File: config.mk
export PLATFORM = sky130hd
export DESIGN_NAME = request_latch
export DESIGN_NICKNAME = d
export VERILOG_FILES = /design/src/rtl/request_latch.sv
export SDC_FILE = /design/constraint.sdc
export NUM_CORES = 1
export LEC_CHECK = 0
export CAP_MARGIN = 20
export CORE_ASPECT_RATIO = 0.75
export CORE_MARGIN = 1
export CORE_UTILIZATION = 30
export DETAILED_ROUTE_END_ITERATION = 8
export DONT_BUFFER_PORTS = 1
export HOLD_SLACK_MARGIN = 0.1
export PLACE_DENSITY = 0.54
export SLEW_MARGIN = 30
export SYNTH_ARGS = -nofsm -noshare
export SYNTH_HDL_FRONTEND = slang
export SYNTH_SLANG_ARGS = --single-unit
File: constraint.sdc
create_clock -name clk -period 4.2 [get_ports clk]
set_input_delay 0.42 -clock clk [delete_from_list [all_inputs] [get_ports clk]]
set_output_delay 0.42 -clock clk [all_outputs]
set_load 0.01 [all_outputs]
File: src/rtl/request_latch.sv
// Debounces the walk, sensor and reprogram inputs, then latches walk requests
// through a pending/serving handshake and raises reprogram strobes until acknowledged.
module request_latch #(
  parameter int DEBOUNCE_CYCLES = 4
) (
  input  logic       clk,
  input  logic       Reset,
  input  logic       WR_Sync,
  input  logic       Sensor_Sync,
  input  logic       Prog_Sync,
  input  logic       WR_Ack,
  input  logic       Prog_Ack,
  output logic       Walk_Req,
  output logic       Sensor_Level,
  output logic       Prog_Pulse,
  output logic       Prog_Pending,
  output logic [7:0] WR_Count
);

  localparam int CW = $clog2(DEBOUNCE_CYCLES + 1);
  localparam logic [CW-1:0] C_LAST = CW'(DEBOUNCE_CYCLES - 1);
  localparam logic [CW-1:0] C_ZERO = {CW{1'b0}};
  localparam logic [CW-1:0] C_ONE  = CW'(1);

  typedef enum logic [1:0] {
    S_IDLE    = 2'd0,
    S_PENDING = 2'd1,
    S_SERVING = 2'd2
  } state_t;

  // bit 0 walk, bit 1 sensor, bit 2 prog
  logic [2:0]    w_raw;
  logic [2:0]    r_filt;
  logic [CW-1:0] r_cnt [3];
  logic          r_prev_walk;
  logic          r_prev_prog;
  logic          w_walk_edge;
  logic          w_prog_edge;

  state_t        r_state;
  state_t        w_next_state;
  logic          r_queued;
  logic          w_next_queued;
  logic          w_count_inc;
  logic          w_walk_req_nxt;
  logic          w_prog_pend_nxt;
  logic [7:0]    w_count_nxt;

  assign w_raw        = {Prog_Sync, Sensor_Sync, WR_Sync};
  assign w_walk_edge  = r_filt[0] & ~r_prev_walk;
  assign w_prog_edge  = r_filt[2] & ~r_prev_prog;
  assign Sensor_Level = r_filt[1];

  // Debounce filters: a value is accepted after DEBOUNCE_CYCLES consecutive differing samples.
  always_ff @(posedge clk or negedge Reset) begin
    if (!Reset) begin
      r_filt <= 3'b000;
      for (int i = 0; i < 3; i++) begin
        r_cnt[i] <= C_ZERO;
      end
    end else begin
      for (int i = 0; i < 3; i++) begin
        if (w_raw[i] != r_filt[i]) begin
          if (r_cnt[i] == C_LAST) begin
            r_filt[i] <= w_raw[i];
            r_cnt[i]  <= C_ZERO;
          end else begin
            r_cnt[i]  <= r_cnt[i] + C_ONE;
          end
        end else begin
          r_cnt[i] <= C_ZERO;
        end
      end
    end
  end

  // State, edge history and registered outputs.
  always_ff @(posedge clk or negedge Reset) begin
    if (!Reset) begin
      r_state      <= S_IDLE;
      r_queued     <= 1'b0;
      r_prev_walk  <= 1'b0;
      r_prev_prog  <= 1'b0;
      Walk_Req     <= 1'b0;
      Prog_Pulse   <= 1'b0;
      Prog_Pending <= 1'b0;
      WR_Count     <= 8'd0;
    end else begin
      r_state      <= w_next_state;
      r_queued     <= w_next_queued;
      r_prev_walk  <= r_filt[0];
      r_prev_prog  <= r_filt[2];
      Walk_Req     <= w_walk_req_nxt;
      Prog_Pulse   <= w_prog_edge;
      Prog_Pending <= w_prog_pend_nxt;
      WR_Count     <= w_count_nxt;
    end
  end

  // Walk handshake next-state; an edge coincident with ack release still counts as queued.
  always_comb begin
    w_next_state  = r_state;
    w_next_queued = r_queued;
    case (r_state)
      S_IDLE: begin
        if (w_walk_edge) begin
          w_next_state = S_PENDING;
        end else begin
          w_next_state = S_IDLE;
        end
      end
      S_PENDING: begin
        if (WR_Ack) begin
          w_next_state  = S_SERVING;
          w_next_queued = w_walk_edge;
        end else begin
          w_next_state  = S_PENDING;
        end
      end
      S_SERVING: begin
        if (!WR_Ack) begin
          w_next_state  = (r_queued | w_walk_edge) ? S_PENDING : S_IDLE;
          w_next_queued = 1'b0;
        end else begin
          w_next_queued = r_queued | w_walk_edge;
        end
      end
      default: begin
        w_next_state  = S_IDLE;
        w_next_queued = 1'b0;
      end
    endcase
  end

  // Output decode: request level, saturating accepted-edge count, prog pending flag.
  always_comb begin
    w_count_inc = 1'b0;
    case (r_state)
      S_IDLE:    w_count_inc = w_walk_edge;
      S_PENDING: w_count_inc = w_walk_edge & WR_Ack;
      S_SERVING: w_count_inc = w_walk_edge & ~r_queued;
      default:   w_count_inc = 1'b0;
    endcase
    w_walk_req_nxt = (w_next_state == S_PENDING);
    if (w_count_inc && (WR_Count != 8'hFF)) begin
      w_count_nxt = WR_Count + 8'd1;
    end else begin
      w_count_nxt = WR_Count;
    end
    if (w_prog_edge) begin
      w_prog_pend_nxt = 1'b1;
    end else if (Prog_Ack) begin
      w_prog_pend_nxt = 1'b0;
    end else begin
      w_prog_pend_nxt = Prog_Pending;
    end
  end

endmodule

==> impl_results.md, run 1 <==
* Worst reg2reg path depth at 6
* CP max-delay cell: dfrtp_1
* Port Buf Inserts at 0
* EDFF count, synth at 0
* Post-layout net count at 129
* DIE HEIGHT at 59.2 um
* Critical R2R Launch: r_state[0]
* Final period util at 0.456
* CP Buf/Inv Count at 1
* FMAX at 0.523 GHz
* DRC at 0
* Vias in the first global route at 763
* Final HPWL DP at roughly 1500 um
* Global-route wire length before repair at roughly 3500 um
* Post-Layout Cell Count at 167
* Worst min-delay path class: input port to flip-flop
* Top-Level Pins at 19
* Die Span X at about 80 um
* Mapped Nets at 122
* Setup Crit Path Kind: flip-flop to flip-flop
* CP Data Required Time at 4.36 ns
* Outcome: completed
* Post-synth top area share at 0.535
* Starting DRT DRC Count at 70
* Clock Pin Slew Worst Setup and Hold Paths at 0.09 ns
* Synth cell types at 32
* Slew Limit Fails at 0
* Post-synth top flop: dfrtp_1
* Tot GR Track Use at 0.0985
* 1st-pass router iterations at 4
* Simple-gate share of the synthesized area at 0.185
* Clock share of power at 0.160
* Cells after synthesis at about 110
* Compound-gate portion of the synthesized area at 0.0822
* Setup crit end kind: flip-flop
* Avg WL per Cell at 12.5 um
* RePlAce Congestion at 0.878
* WHS Endpoint: r_filt[2]
* Vias per cell at 4.80
* Min cycle time layout at 1.91 ns
* Die area at between 4000 and 5000 sq um
* CP Data Arrival Time at between 2 and 2.5 ns
* Setup Skew at 0.00486 ns
* Synth Area in Adders at 0.0765
* Initial Util at 0.319
* Largest family of logic cells by synthesized area: simple AND/OR/NAND/NOR gates
* FFs w/ async S/R, synth at 1.00
* Design Area, Final at 1450 sq um
* Sw Share at 0.357
* Root Driver: clkbuf_8
* Routed Antenna Nets at 0
* Post-cts resize count at 0
* Int Power at 574 uW
* Setup TNS at 0 ns
* R2r setup slk at 2.29 ns
* Final Setup Violations at 0
* Total gr overflow at 0
* CP peak stage delay at just over 0.4 ns
* # clock sinks at 28
* Vias at 802
* Worst skew pair latency at 0.27 ns
* Post-Synth XOR/XNOR Area at 0.0468
* Worst-margin pin slew at around 0.44 ns
* Top cells by count, synth: dfrtp_1, ha_1, inv_1, nor3_1, nor2b_1
* Leading post-synthesis cells by cell area: dfrtp_1, ha_1, mux2_2
* Synth area leader: dfrtp_1
* Core area at 4100 sq um
* Max-cap check violation count at 0
* DP Area at 1380 sq um
* CTS tree: done
* # rows at 20
* Top-count cell post-synth: dfrtp_1
* Logic pwr share at 0.328
* Sequential share of power at 0.512
* Fin. Hold Viols at 0
* RSZ-0062 raised after global routing: false
* Cts bufs inserted at 3
* Sequential area share after synthesis at 0.535
* Reg2reg end: WR_Count[7]
* Hold path depth at 1
* Syn avg cell area at approximately 12 sq um
* H-tree depth at 1
* Leak pwr at roughly 0.00064 uW
* Largest net degree at the start of global routing at 29
* Mux cell area share after synthesis at 0.0545
* Peak VDD IR at 0.212 mV
* Layout cells sized above 1 at 0.143
* FF+latch count, synth at 28
* Setup crit start: r_state[0]
* P_sw at 319 uW
* Pwr/cell area at 616 nW/um^2
* Synthesis-to-layout area growth at 10.7%
* Mapped cell area at 1310 sq um
* Rel. slew slack at 0.707
* Syn. warnings at 0
* Critical hold path startpoint: Prog_Sync
* Placed cell count at about 160
* CP max FO at 8
* Final hold slack at 0.299 ns
* Max clock buf depth at 2
* Initial antenna violation count at 0
* Total routed wirelength at 2090 um
* Worst Setup Start Kind: flip-flop
* Critical Path, Cell by Cell: inv_1 -> ha_1 -> nor2b_4 -> o311ai_4 -> nor4_1 -> mux2_1
* Crit path max-delay family: simple AND/OR/NAND/NOR gates
* Diode count at 0
## per-layer routing
layer  global-route usage  share of wire  wire [um]
met5                    0              0          0
met4               0.0159         0.0038          8
met2                0.162           0.46        969
met3               0.0492          0.080        167
met1                0.119           0.45        942
## area by class of cell
cell class                 count  area [sq um]
sequential                    28           701
multi-input combinational     72           582
fill                         403          2660
timing repair buffer           2          30.0
tap                           55          68.8
inverter                       7          26.3
clock buffer                   3          41.3
## state kept, by name (all words and copies together) (netlist names)
register      count
r_filt            3
r_queued          1
Prog_Pulse        1
Prog_Pending      1
r_prev_prog       1
r_cnt             9
WR_Count          8
Walk_Req          1
r_state           2
r_prev_walk       1
## worst max-delay path by stage
stage	to	slack, ns	cells after the start
after floorplan	WR_Count[7]	2.46	6
after global placement	WR_Count[7]	2.34	6
after detailed placement	WR_Count[7]	2.30	6
after CTS	WR_Count[7]	2.28	6
after global routing	WR_Count[7]	2.18	6
final	WR_Count[7]	2.29	6
## power by group through the flow
stage / Clock [uW] / Sequential [uW] / Combinational, uW
global route: 161 / 471 / 330
floorplan: 0 / 443 / 241
global placement: 0 / 459 / 272
CTS: 149 / 458 / 296
finish: 143 / 457 / 293
detailed placement: 0 / 464 / 284
## metrics by stage
stage / worst slack, ns / total power (uW) / utilization
6_report: 2.29 / 892 / 0.353
5_1_grt: 2.18 / 962 / 0.353
4_1_cts: 2.28 / 903 / 0.353
3_5_place_dp: 2.30 / 747 / 0.336
3_3_place_gp: 2.34 / 730 / 0.336
2_1_floorplan: 2.46 / 684 / -
## logic make-up (layout without fill, tap and decap cells)
| group | after synthesis | after routing |
|---|---|---|
| mux | 6 | 6 |
| xor+xnor | 7 | 7 |
| compound gates | 13 | 13 |
| fa+ha+maj | 8 | 8 |
| flops | 28 | 28 |
| buf+inv | 7 | 12 |
| simple gates | 38 | 38 |
## repair_timing
action | in CTS | in global routing
endpoints found under the hold margin | 28 | 0
hold buffers | 2 | 0
buffers inserted | 0 | 0
## cells in the final DEF (no fill, tap or decap), types with 2 or more instances in the layout
| cell | Yosys | final |
|---|---|---|
| dfrtp_1 | 28 | 28 |
| ha_1 | 8 | 8 |
| nor3_1 | 7 | 7 |
| inv_1 | 7 | 7 |
| nor2b_1 | 6 | 6 |
| nand2_1 | 5 | 5 |
| xnor2_1 | 4 | 4 |
| nor3b_1 | 4 | 4 |
| mux2_2 | 4 | 4 |
| a21oi_1 | 3 | 3 |
| nand2b_1 | 3 | 3 |
| nor4_1 | 3 | 3 |
| xor2_1 | 3 | 3 |
| clkbuf_8 | 0 | 3 |
| and2b_1 | 2 | 2 |
| o21ai_0 | 2 | 2 |
| nand3_1 | 2 | 2 |
No activity file was read; power rests on OpenSTA's default activity.
==> run 2: changes to the inputs <==
==> constraint.sdc (replaced) <==
create_clock -name clk -period 1.9 [get_ports clk]
set_input_delay 0.19 -clock clk [delete_from_list [all_inputs] [get_ports clk]]
set_output_delay 0.19 -clock clk [all_outputs]
set_load 0.01 [all_outputs]
==> run 2 against run 1 <==
Clock-buffer cell count unchanged. Cell count up 4.2%. Non-clock buffer count up 7. Critical endpoint unchanged. Largest cell class unchanged.
==> impl_results.md, run 2 (same netlist as run 1, synthesis figures left out) <==
* DIE HEIGHT at 59.2 um
* DP Area at 1390 sq um
* Critical hold path startpoint: WR_Ack
* Critical R2R Launch: r_state[0]
* Cts bufs inserted at 3
* Wire length on met3 at 159 um
* Total routed wirelength at 2280 um
* # rows at 20
* Rel. slew slack at 0.716
* Footprint of the multi-input gates at 594 sq um
* Final HPWL DP at ~1600 um
* Commonest cells after routing, fill and taps aside: dfrtp_1, ha_1, nor3_1, inv_1
* Initial Util at 0.319
* Design Area, Final at 1530 sq um
* Worst skew pair latency at 0.27 ns
* Core area at 4100 sq um
* CP peak stage delay at 0.41 ns
* Starting DRT DRC Count at 46
* Slew Limit Fails at 0
* WP depth at 6
* Final Setup Violations at 0
* Die area at 4630 sq um
* Tot GR Track Use at 0.103
* Post-Layout Cell Count at 174
* # clock sinks at 28
* Clock Pin Slew Worst Setup and Hold Paths at 0.09 ns
* CP Data Arrival Time at 1.99 ns
* Worst-margin pin slew at between 0.4 and 0.5 ns
* Peak VDD IR at 0.576 mV
* Setup Skew at approximately 0.0034 ns
* Final hold slack at between 0.1 and 0.15 ns
* Vias at 830
* Critical Path, Cell by Cell: inv_1 -> ha_1 -> o21ba_2 -> o311ai_4 -> nor4_2 -> mux2_1
* Wl on met1 at between 900 and 1000 um
* Global-route wire length before repair at ~3600 um
* Int Power at between 1000 and 1500 uW
* Diode count at 0
* Routed wl met2 at 1110 um
* Top reg by flops: r_cnt
* Commonest non-fill, non-tap cell in the layout: dfrtp_1
* Register area at 701 sq um
* Max FFs per register at 9
* Top layer in use: met4
* Post-layout net count at 136
* Clock share of power at 0.153
* Logic pwr share at 0.359
* Biggest regs: r_cnt: 9 flops, WR_Count: 8 flops, r_filt: 3 flops
* Hold path depth at 2
* Worst min-delay path class: input port to flip-flop
* Worst reg2reg path depth at 6
* Synthesis-to-layout area growth at 16.6%
* Final period util at 0.965
* CP Data Required Time at 2.06 ns
* CP Buf/Inv Count at 1
* Root Driver: clkbuf_8
* Min cycle time layout at around 1.8 ns
* Setup crit start: r_state[0]
* Total gr overflow at 0
* PnR Total Power at 2030 uW
* Fin. Hold Viols at 0
* FMAX at 0.546 GHz
* Placed cell count at 163
* Vias per cell at 4.77
* P_sw at 733 uW
* CP max-delay cell: dfrtp_1
* Die Span X at 78.3 um
* Routed Antenna Nets at 0
* Top-Level Pins at 19
* Sequential share of power at 0.488
* Setup TNS at 0 ns
* Crit path max-delay family: flip-flops
* Outcome: completed
* Fill cells at 403
* H-tree depth at 1
* CTS tree: done
* Max clock buf depth at 2
* Layout cells sized above 1 at 0.168
* Setup crit end kind: flip-flop
* Setup Crit Path Kind: flip-flop to flip-flop
* Initial antenna violation count at 0
* Pwr/cell area at 1330 nW/um^2
* Largest net degree at the start of global routing at 29
* DRC at 0
* 1st-pass router iterations at 4
* RSZ-0062 raised after global routing: true
* Port Buf Inserts at 0
* Vias in the first global route at 788
* Max-cap check violation count at 0
* Worst Setup Start Kind: flip-flop
* Sw Share at 0.361
* CP max FO at 6
* RePlAce Congestion at 0.879
* Leak pwr at just under 0.0007 uW
* Avg WL per Cell at 13.1 um
==> run 2: cell count changes in the layout (fill, tap and decap cells not counted), sizes merged <==
cell	previous run	this run
dlygate4sd3	1	6
buf	1	3
==> run 2: per-stage QoR <==
stage / setup slack (ns) / utilization
CTS: 0.00260 / 0.367
finish: 0.0671 / 0.372
global placement: 0.0391 / 0.338
global route: -0.0305 / 0.372
floorplan: 0.158 / -
detailed placement: 0.00500 / 0.338
==> run 2: worst reg2reg max path, stage by stage, from the launching register on <==
cell and delay [ns]:
dfrtp_1 0.41, inv_1 0.10, ha_1 0.27, o21ba_2 0.19, o311ai_4 0.16, nor4_2 0.27, mux2_1 0.34
==> run 2: cell type report <==
class | count | share of cell area
sequential | 28 | 0.459
multi-input combinational | 72 | 0.389
timing repair buffer | 9 | 0.0623
tap | 55 | 0.0451
clock buffer | 3 | 0.0270
inverter | 7 | 0.0172
==> run 2: final timing paths <==
kind | endpoint | slack, ns
setup / recovery | WR_Count[7] | 0.07
hold / removal | r_state[0] | 0.15
setup reg to reg | WR_Count[7] | 0.07
hold reg to reg | Prog_Pulse | 0.41
max in group asynchronous | r_cnt[2] | 1.39
min in group asynchronous | WR_Count[7] | 0.34
==> run 2: power by group through the flow <==
stage | registers (uW) | logic [uW] | clock network, uW
after floorplan | 979 | 533 | 0
after global placement | 997 | 635 | 0
after detailed placement | 1010 | 677 | 0
after CTS | 995 | 706 | 328
after global routing | 1030 | 807 | 348
final | 992 | 729 | 311
==> run 2: what timing repair did <==
action                                  in CTS  in global routing
endpoints found under the setup margin       0                  3
endpoints found under the hold margin       34                  0
hold buffers                                 7                  0
resized for setup                            0                  2
setup buffers                                0                  1
==> run 2: routing by layer <==
layer / up-vias / track usage
met1: 413 / 0.116
met4: 0 / 0.0265
li1: 394 / -
met5: - / 0
met3: 2 / 0.0477
met2: 21 / 0.178
==> run 3: changes to the inputs <==
--- a/config.mk
+++ b/config.mk
@@ -5,12 +5,14 @@
 export SDC_FILE = /design/constraint.sdc
 export NUM_CORES = 1
 export LEC_CHECK = 0
+export ABC_CLOCK_PERIOD_IN_PS = 1900
 export CAP_MARGIN = 20
 export CORE_ASPECT_RATIO = 0.75
 export CORE_MARGIN = 1
 export CORE_UTILIZATION = 30
 export DETAILED_ROUTE_END_ITERATION = 8
 export DONT_BUFFER_PORTS = 1
+export GPL_ROUTABILITY_DRIVEN = 0
 export HOLD_SLACK_MARGIN = 0.1
 export PLACE_DENSITY = 0.54
 export SLEW_MARGIN = 30
==> results of run 3 <==
Same layout as run 2: the final DEF is identical, and so are final timing and power.
